==> config.mk <==
export PLATFORM = sky130hd
export DESIGN_NAME = rect_scan
export DESIGN_NICKNAME = d
export VERILOG_FILES = /design/src/rtl/rect_scan.sv
export SDC_FILE = /design/constraint.sdc
export NUM_CORES = 1
export LEC_CHECK = 0
export ABC_CLOCK_PERIOD_IN_PS = 2400
export CORE_MARGIN = 3
export CORE_UTILIZATION = 42
export CTS_CLUSTER_DIAMETER = 60
export CTS_CLUSTER_SIZE = 25
export DETAILED_ROUTE_END_ITERATION = 7
export MAX_ROUTING_LAYER = met4
export PLACE_DENSITY = 0.71
export RECOVER_POWER = 25
export SYNTH_ARGS = -nofsm -noshare
export SYNTH_HDL_FRONTEND = slang
export SYNTH_SLANG_ARGS = --single-unit
export TNS_END_PERCENT = 20
==> constraint.sdc <==
create_clock -name clk50M -period 2.4 [get_ports clk50M]
set_clock_uncertainty 0.1 [all_clocks]
set_input_delay 0.36 -clock clk50M [delete_from_list [all_inputs] [get_ports clk50M]]
set_output_delay 0.36 -clock clk50M [all_outputs]
set_load 0.05 [all_outputs]
==> src/rtl/rect_scan.sv <==
// Purpose : raster scan of an inclusive pixel window in a frame, emitting x/y and linear address.
// Latency : first pixel 1 cycle after an accepted start, then 1 pixel/cycle; done 1 cycle after last pixel.
// Backpr. : stall=1 holds the current pixel and suppresses done/frame_end; abort ends the scan next edge.
//
// Ports:
//   clk50M, rst_n          clock (rising edge), asynchronous active-low reset
//   start, abort, cont     scan request, scan termination, continuous-mode select (latched at start)
//   stall                  downstream not ready: hold the presented pixel
//   x0/x1, y0/y1           inclusive window bounds (latched at start)
//   x, y, addr, valid      current pixel column/row, y*H_RES+x, pixel-present qualifier
//   busy, done, frame_end  SCAN state, single-pass end pulse, continuous-mode wrap pulse
//   err                    pulse when start is rejected because the window is illegal
module rect_scan #(
  parameter int H_RES = 160,
  parameter int V_RES = 120,
  parameter int XW    = 8,
  parameter int YW    = 7,
  parameter int AW    = 15
) (
  input  logic          clk50M,
  input  logic          rst_n,
  input  logic          start,
  input  logic          abort,
  input  logic          cont,
  input  logic          stall,
  input  logic [XW-1:0] x0,
  input  logic [XW-1:0] x1,
  input  logic [YW-1:0] y0,
  input  logic [YW-1:0] y1,
  output logic [XW-1:0] x,
  output logic [YW-1:0] y,
  output logic [AW-1:0] addr,
  output logic          valid,
  output logic          busy,
  output logic          done,
  output logic          frame_end,
  output logic          err
);

  typedef enum logic {ST_IDLE = 1'b0, ST_SCAN = 1'b1} state_t;

  localparam logic [AW-1:0] LP_HRES = AW'(H_RES);

  state_t        r_state;
  logic [XW-1:0] r_x, r_x0, r_x1;
  logic [YW-1:0] r_y, r_y0, r_y1;
  logic [AW-1:0] r_addr;
  logic [AW-1:0] r_addr0;     // address of (x0,y0), reloaded on each continuous-mode wrap
  logic [AW-1:0] r_row_step;  // H_RES-(x1-x0): jump from (x1,y) to (x0,y+1)
  logic          r_cont;
  logic          r_done, r_frame_end, r_err;

  logic          w_legal;
  logic [AW-1:0] w_start_addr;
  logic [AW-1:0] w_row_step;

  assign w_legal = (x0 <= x1) && (y0 <= y1) && (int'(x1) < H_RES) && (int'(y1) < V_RES);

  // The only multiply is at window setup, never in the per-pixel advance.
  assign w_start_addr = AW'(y0) * LP_HRES + AW'(x0);
  assign w_row_step   = LP_HRES - AW'(x1 - x0);

  always_ff @(posedge clk50M or negedge rst_n) begin
    if (!rst_n) begin
      r_state     <= ST_IDLE;
      r_x         <= '0;
      r_y         <= '0;
      r_addr      <= '0;
      r_x0        <= '0;
      r_x1        <= '0;
      r_y0        <= '0;
      r_y1        <= '0;
      r_addr0     <= '0;
      r_row_step  <= '0;
      r_cont      <= 1'b0;
      r_done      <= 1'b0;
      r_frame_end <= 1'b0;
      r_err       <= 1'b0;
    end else begin
      // Pulse outputs default low every cycle.
      r_done      <= 1'b0;
      r_frame_end <= 1'b0;
      r_err       <= 1'b0;
      case (r_state)
        ST_IDLE: begin
          // abort in IDLE swallows a coincident start.
          if (start && !abort) begin
            if (w_legal) begin
              r_x0       <= x0;
              r_x1       <= x1;
              r_y0       <= y0;
              r_y1       <= y1;
              r_cont     <= cont;
              r_x        <= x0;
              r_y        <= y0;
              r_addr     <= w_start_addr;
              r_addr0    <= w_start_addr;
              r_row_step <= w_row_step;
              r_state    <= ST_SCAN;
            end else begin
              r_err <= 1'b1;
            end
          end
        end
        ST_SCAN: begin
          if (abort) begin
            r_state <= ST_IDLE;
          end else if (!stall) begin
            if (r_x == r_x1) begin
              if (r_y == r_y1) begin
                if (r_cont) begin
                  r_x         <= r_x0;
                  r_y         <= r_y0;
                  r_addr      <= r_addr0;
                  r_frame_end <= 1'b1;
                end else begin
                  // Position holds its last value into IDLE.
                  r_state <= ST_IDLE;
                  r_done  <= 1'b1;
                end
              end else begin
                r_x    <= r_x0;
                r_y    <= r_y + YW'(1);
                r_addr <= r_addr + r_row_step;
              end
            end else begin
              r_x    <= r_x + XW'(1);
              r_addr <= r_addr + AW'(1);
            end
          end
        end
        default: r_state <= ST_IDLE;
      endcase
    end
  end

  assign x         = r_x;
  assign y         = r_y;
  assign addr      = r_addr;
  assign busy      = (r_state == ST_SCAN);
  assign valid     = (r_state == ST_SCAN);
  assign done      = r_done;
  assign frame_end = r_frame_end;
  assign err       = r_err;

endmodule
**After elaboration in Yosys (flattened, before gate mapping)**

Cells that the tools add are included.

- Register bits: 95
- Bits of input ports: 36
- Output and inout port bits: 35
- Word-level logic and storage cells: 90

- $add $sub $neg: 7
- Multipliers: 1
- Magnitude comparators: 4
- Eq/ne operators: 9
- Mux-type cells: 46
- Bitwise logic cells: 1
- Reductions and logical operators: 8

Operator list:

| cell | count |
|---|---|
| 15-bit 2-to-1 mux | 7 |
| 8-bit 2-to-1 mux | 7 |
| 7-bit 2-to-1 mux | 7 |
| 15-bit case mux with 2 select lines | 1 |
| 1-bit 2-to-1 mux | 21 |
| 8-bit case mux with 2 select lines | 1 |
| 15-bit by 1-bit adder with 15-bit output (second input constant) | 1 |
| 15-bit adder | 1 |
| 15-bit by 8-bit adder with 15-bit output | 1 |
| 7-bit case mux with 2 select lines | 1 |
| 7-bit by 3-bit multiplier with 10-bit output (second input constant) | 1 |
| 9-bit by 9-bit subtractor with 10-bit output (first input constant) | 1 |
| 8-bit by 8-bit subtractor with 9-bit output | 1 |
| 8-bit by 1-bit adder with 8-bit output (second input constant) | 1 |
| 8-bit equality test | 1 |
| 8-bit less-or-equal comparator | 1 |
| 8-bit less-than comparator (second input constant) | 1 |
| 2-bit inequality test (second input constant) | 4 |
| 7-bit by 1-bit adder with 7-bit output (second input constant) | 1 |
| 7-bit equality test | 1 |
| 7-bit less-or-equal comparator | 1 |
| 7-bit less-than comparator (second input constant) | 1 |
| 6-bit AND reduction | 1 |
| 5-bit AND reduction | 1 |
| 8 further kinds | 11 |

**Logic depth before layout (Yosys ltp)**

- Depth in word-level cells: 7
- Gate-level depth with buffers: 11
- Gate-level depth less buffers: 11

**Least setup slack after synthesis**

Ideal clock, no wire load.

- Kind: reg-to-reg
- From: reg r_addr[0] (netlist: addr[0])
- To: reg r_addr[14] (netlist: addr[14])
- Arrival time: 2,744 ps
- Required time: 2,164 ps
- Path slack: -580 ps
- Cell stages (with the launch flop): 11
- Period minus slack after synthesis: 2,980 ps
- Cells stage by stage: dfrtp_1 ha_1 inv_1 fa_1 nor2b_1 o31ai_1 a221oi_1 o41ai_2 o21a_1 o311ai_0 nand4_1

- Cells in the longest elaborated chain, start to end: 6
- Elaborated cells on any way between the ends: 7

RTL lines:

| element | RTL line | RTL |
|---|---|---|
| start, declared | 47 | `logic [AW-1:0] r_addr;` |
| start signal, assigned | 96 | `r_addr <= w_start_addr;` |
| start signal, assigned | 114 | `r_addr <= r_addr0;` |
| start signal, assigned | 124 | `r_addr <= r_addr + r_row_step;` |
| 15-bit adder | 124 |  |
| 15-bit 2-to-1 mux | 110 | `if (r_y == r_y1) begin` |
| 15-bit 2-to-1 mux (*) | 109 | `if (r_x == r_x1) begin` |
| 15-bit 2-to-1 mux (*) | 108 | `end else if (!stall) begin` |
| 15-bit 2-to-1 mux (*) | 106 | `if (abort) begin` |
| 15-bit case mux with 2 select lines (*) | 84 | `case (r_state)` |

Every way passes the cells marked *; elsewhere a longest branch is shown, timed or not. The select of a mux whose other input is x is not followed.
A chain may end at the register's enable or synchronous reset.

**Worst setup path in the final report**

- From: reg r_row_step[0]
- To: reg r_addr[8] (netlist: addr[8])

- Cells in the longest elaborated chain, start to end: 6

RTL lines:

| element | RTL line | RTL |
|---|---|---|
| start, declared | 49 | `logic [AW-1:0] r_row_step;` |
| start signal, assigned | 98 | `r_row_step <= w_row_step;` |
| 15-bit adder | 124 |  |
| 15-bit 2-to-1 mux | 110 |  |
| 15-bit 2-to-1 mux | 109 |  |
| 15-bit 2-to-1 mux | 108 |  |
| 15-bit 2-to-1 mux | 106 |  |
| 15-bit case mux with 2 select lines | 84 |  |

No other way between the ends. The select of a mux whose other input is x is not followed.

==> run metrics <==
CTS H-tree lvls=3; fin crit share=1.069; fmax=0.3896 GHz; via count=6,696; Seq/Total Area, Yosys=0.3374; count of routing violations after the opening detailed-route iteration=498; post-layout min period=2.566 ns; detailed-placement wirelength estimate=14,800 microns; RSZ-0062 raised after global routing=yes; startpoint types=register; initial antenna violation count=1; Clock Path Buffers=2; slowest CP cell=dfrtp_1; GRT overflow=0; final setup fails=27; Die W=approximately 130 microns; worst-skew pair later-pin latency=0.36 ns; Max stage delay on crit path=roughly 0.4 ns; synth unique cells=67; Core Util, Final=0.6547; CTS tree=done; full die area=around 17,000 sq um; final hold viol count=0; Crit Path Class=register to register; Clock transition at path regs=0.06 ns; EDFF count, synth=0; worst-path maximum fanout=2; hold depth=3; largest net degree at the start of global routing=48; CTS root buf=clkbuf_16; Placed Cells=1,103; Setup crit end kind=register; Top Ports=71; Mapped Cells=~740; vias in the first global route=around 6,700; DRT antenna net count=0; Final Cell Area=9552 sq um; Max Cap Viol=0; core box area=14,590 sq um; 1st-pass router iterations=5; WP buf/inv=2; DP Area=about 8400 sq um; CTS buffer count=9; DRC violations left=0; PnR worst setup slack=-0.1664 ns; Via density=roughly 5.8; Peak VDD IR=0.6773 mV; share of cells above drive strength 1=0.3678; Area Overhead vs Synth=51.53%; PwrDens=1097 nW/um^2; Required @ worst endpoint=2.55 ns; CTS Sinks=85; crit-path cells=ha_4 -> inv_2 -> fa_2 -> nor2b_4 -> o31ai_4 -> a221oi_4 -> buf_4 -> nor2_2 -> xor2_1 -> o221ai_1 -> a22o_1; WP depth=11; total power=0.01047 W; CP arrival=2.71 ns; ys async rst share=1.000; wire length per cell=approximately 19 microns; Worst-Margin Slew=between 1 and 1.5 ns; status=finished, violations left; num rows=44; DRT Wirelength=roughly 22,000 microns; port bufs=70; post-placement setup slack=-0.8128 ns; count of non-filler cells in the finished layout=1,161; initial core utilization=0.4321; worst hold path type=input pin to register; Most used DFF post-synth=dfrtp_1; synth warn=0; relative slew slack=0.1852; gr usage total=0.2749; Mapped Area=between 6000 and 7000 sq um; # nets final=roughly 1,100; first-pass GRT wire length=34,670 microns; failing checks=negative setup slack; average cell area after synthesis=approximately 8.6 sq um; die height=128.5 microns; Top delay family on crit path=compound AO/OA/AOI/OAI gates; Reg2Reg Depth=11; Final Slew Violations=0; FF+latch count, synth=85; Net Count, Synth=slightly above 800; GPL Wtd Cong=0.9368; leakage=4.355 nW
-- cells in the mapped netlist (2+ instances only) --
cell / number / area (sq um)
or3_1: 2 / 12.51
a21oi_1: 35 / 175.2
a21o_1: 7 / 52.55
o21bai_1: 2 / 15.01
o22ai_1: 2 / 12.51
dfrtp_1: 85 / 2127
nand4_1: 6 / 37.54
o21a_1: 10 / 75.07
o211ai_1: 6 / 45.04
o311ai_0: 3 / 26.28
a211o_1: 3 / 26.28
o21ai_1: 6 / 30.03
inv_1: 35 / 131.4
o2111ai_1: 5 / 43.79
o31a_1: 4 / 35.03
or2_2: 2 / 12.51
a22o_1: 14 / 122.6
and3_1: 8 / 50.05
nor4b_1: 2 / 17.52
and2_1: 3 / 18.77
a221oi_1: 2 / 17.52
xnor2_1: 23 / 201.4
mux2_4: 6 / 90.09
a31oi_1: 12 / 75.07
clkbuf_1: 13 / 48.80
nor2_1: 51 / 191.4
o31ai_1: 3 / 22.52
mux2i_1: 3 / 30.03
nor4_1: 6 / 37.54
fa_1: 4 / 80.08
a311oi_1: 3 / 26.28
nor3_1: 22 / 110.1
mux2_2: 6 / 67.56
buf_2: 14 / 70.07
nand2_1: 131 / 491.7
o41ai_2: 2 / 32.53
nand3_1: 15 / 75.07
ha_1: 46 / 575.6
a211oi_1: 10 / 75.07
o221ai_1: 4 / 35.03
nand3b_1: 4 / 30.03
o21ai_0: 55 / 275.3
nor2b_1: 6 / 37.54
buf_6: 2 / 22.52
xor2_1: 31 / 271.5
-- logic make-up (layout without fill, tap and decap cells) --
group	after synthesis	in the layout	synth area share
flip-flops	85	85	0.3374
AO/OA/AOI/OAI	201	201	0.2195
multiplexers	15	15	0.02977
other	0	1	0
AND/OR/NAND/NOR	265	265	0.1892
XOR/XNOR	54	54	0.07503
adder cells (fa/ha/maj)	50	50	0.1040
buffers and inverters	66	306	0.04506
-- cells in the final DEF, fill, tap and decap left out, types with 9 or more instances in the layout --
cell / n
ha_4: 18
clkbuf_16: 10
o21ai_0: 46
ha_1: 25
dfrtp_2: 10
o21a_1: 10
buf_12: 11
nand2_1: 126
dfrtp_1: 75
a31oi_1: 11
buf_2: 14
xnor2_1: 22
inv_1: 21
buf_6: 14
a21oi_1: 25
inv_2: 14
nor3_1: 19
a21oi_2: 9
buf_4: 156
a22o_1: 14
nor2_1: 42
nand3_1: 15
clkdlybuf4s50_1: 37
o21ai_1: 10
xor2_1: 28
-- what timing repair did --
item,CTS,global route
gates resized for setup,180,52
buffers inserted,31,7
gates cloned,4,1
pin swaps,56,32
endpoints found under the hold margin,45,0
endpoints found under the setup margin,82,53
hold buffers,1,0
-- state kept, by name, indices dropped and copies added, names as in the netlist --
signal	flops
r_cont	1
r_addr0	10
x	8
done	1
r_x1	8
y	7
err	1
busy	1
r_y1	7
r_x0	8
frame_end	1
r_row_step	10
r_y0	7
addr	15
-- worst register-to-register path, stage by stage, from the launching register on --
cell and delay (ns):
dfrtp_1 0.40, ha_4 0.17, inv_2 0.04, fa_2 0.37, nor2b_4 0.16, o31ai_4 0.10, a221oi_4 0.32, buf_4 0.18
nor2_2 0.04, xor2_1 0.19, o221ai_1 0.15, a22o_1 0.24
-- worst paths after layout --
| check | from | endpoint | slack, ns |
|---|---|---|---|
| hold reg to reg | r_addr0[9] | r_addr0[9] | 0.38 |
| setup / recovery | r_row_step[0] | addr[8] | -0.17 |
| hold / removal | x1[2] | r_x1[2] | 0.17 |
| setup reg to reg | r_row_step[0] | addr[8] | -0.17 |
| min in group asynchronous | rst_n | r_y1[5] | 0.70 |
| max in group asynchronous | rst_n | addr[7] | 0.69 |
-- final cells by class --
type                       count  area (sq um)
multi-input combinational    585          4524
timing repair buffer         254          2246
clock buffer                  14         264.0
inverter                      36         135.1
fill                        1089          5037
clock inverter                 2         10.01
tap                          184         230.2
antenna                        1         2.502
sequential                    85          2140
-- power breakdown --
part	total [W]	switching (W)	internal (W)
sequential	0.00257	0.000541	0.00203
combinational	0.00656	0.00363	0.00292
clock	0.00135	0.000591	0.000756
-- per-stage QoR --
| stage | setup TNS [ns] | hold WS [ns] |
|---|---|---|
| 2_1_floorplan | -2.680 | -0.03559 |
| 3_3_place_gp | -50.12 | 0.3114 |
| 3_5_place_dp | -54.49 | 0.3137 |
| 4_1_cts | -1.546 | 0.2035 |
| 5_1_grt | -3.813 | 0.1950 |
| 6_report | -1.483 | 0.1709 |
-- routing by layer --
metal,up-vias,part of all wire,GRT usage
met5,-,0,-
met4,0,0.040,0.1099
met3,75,0.060,0.03902
met2,298,0.47,0.4260
met1,3206,0.43,0.3641
li1,3117,-,-
(Power assumes the default switching activity.)
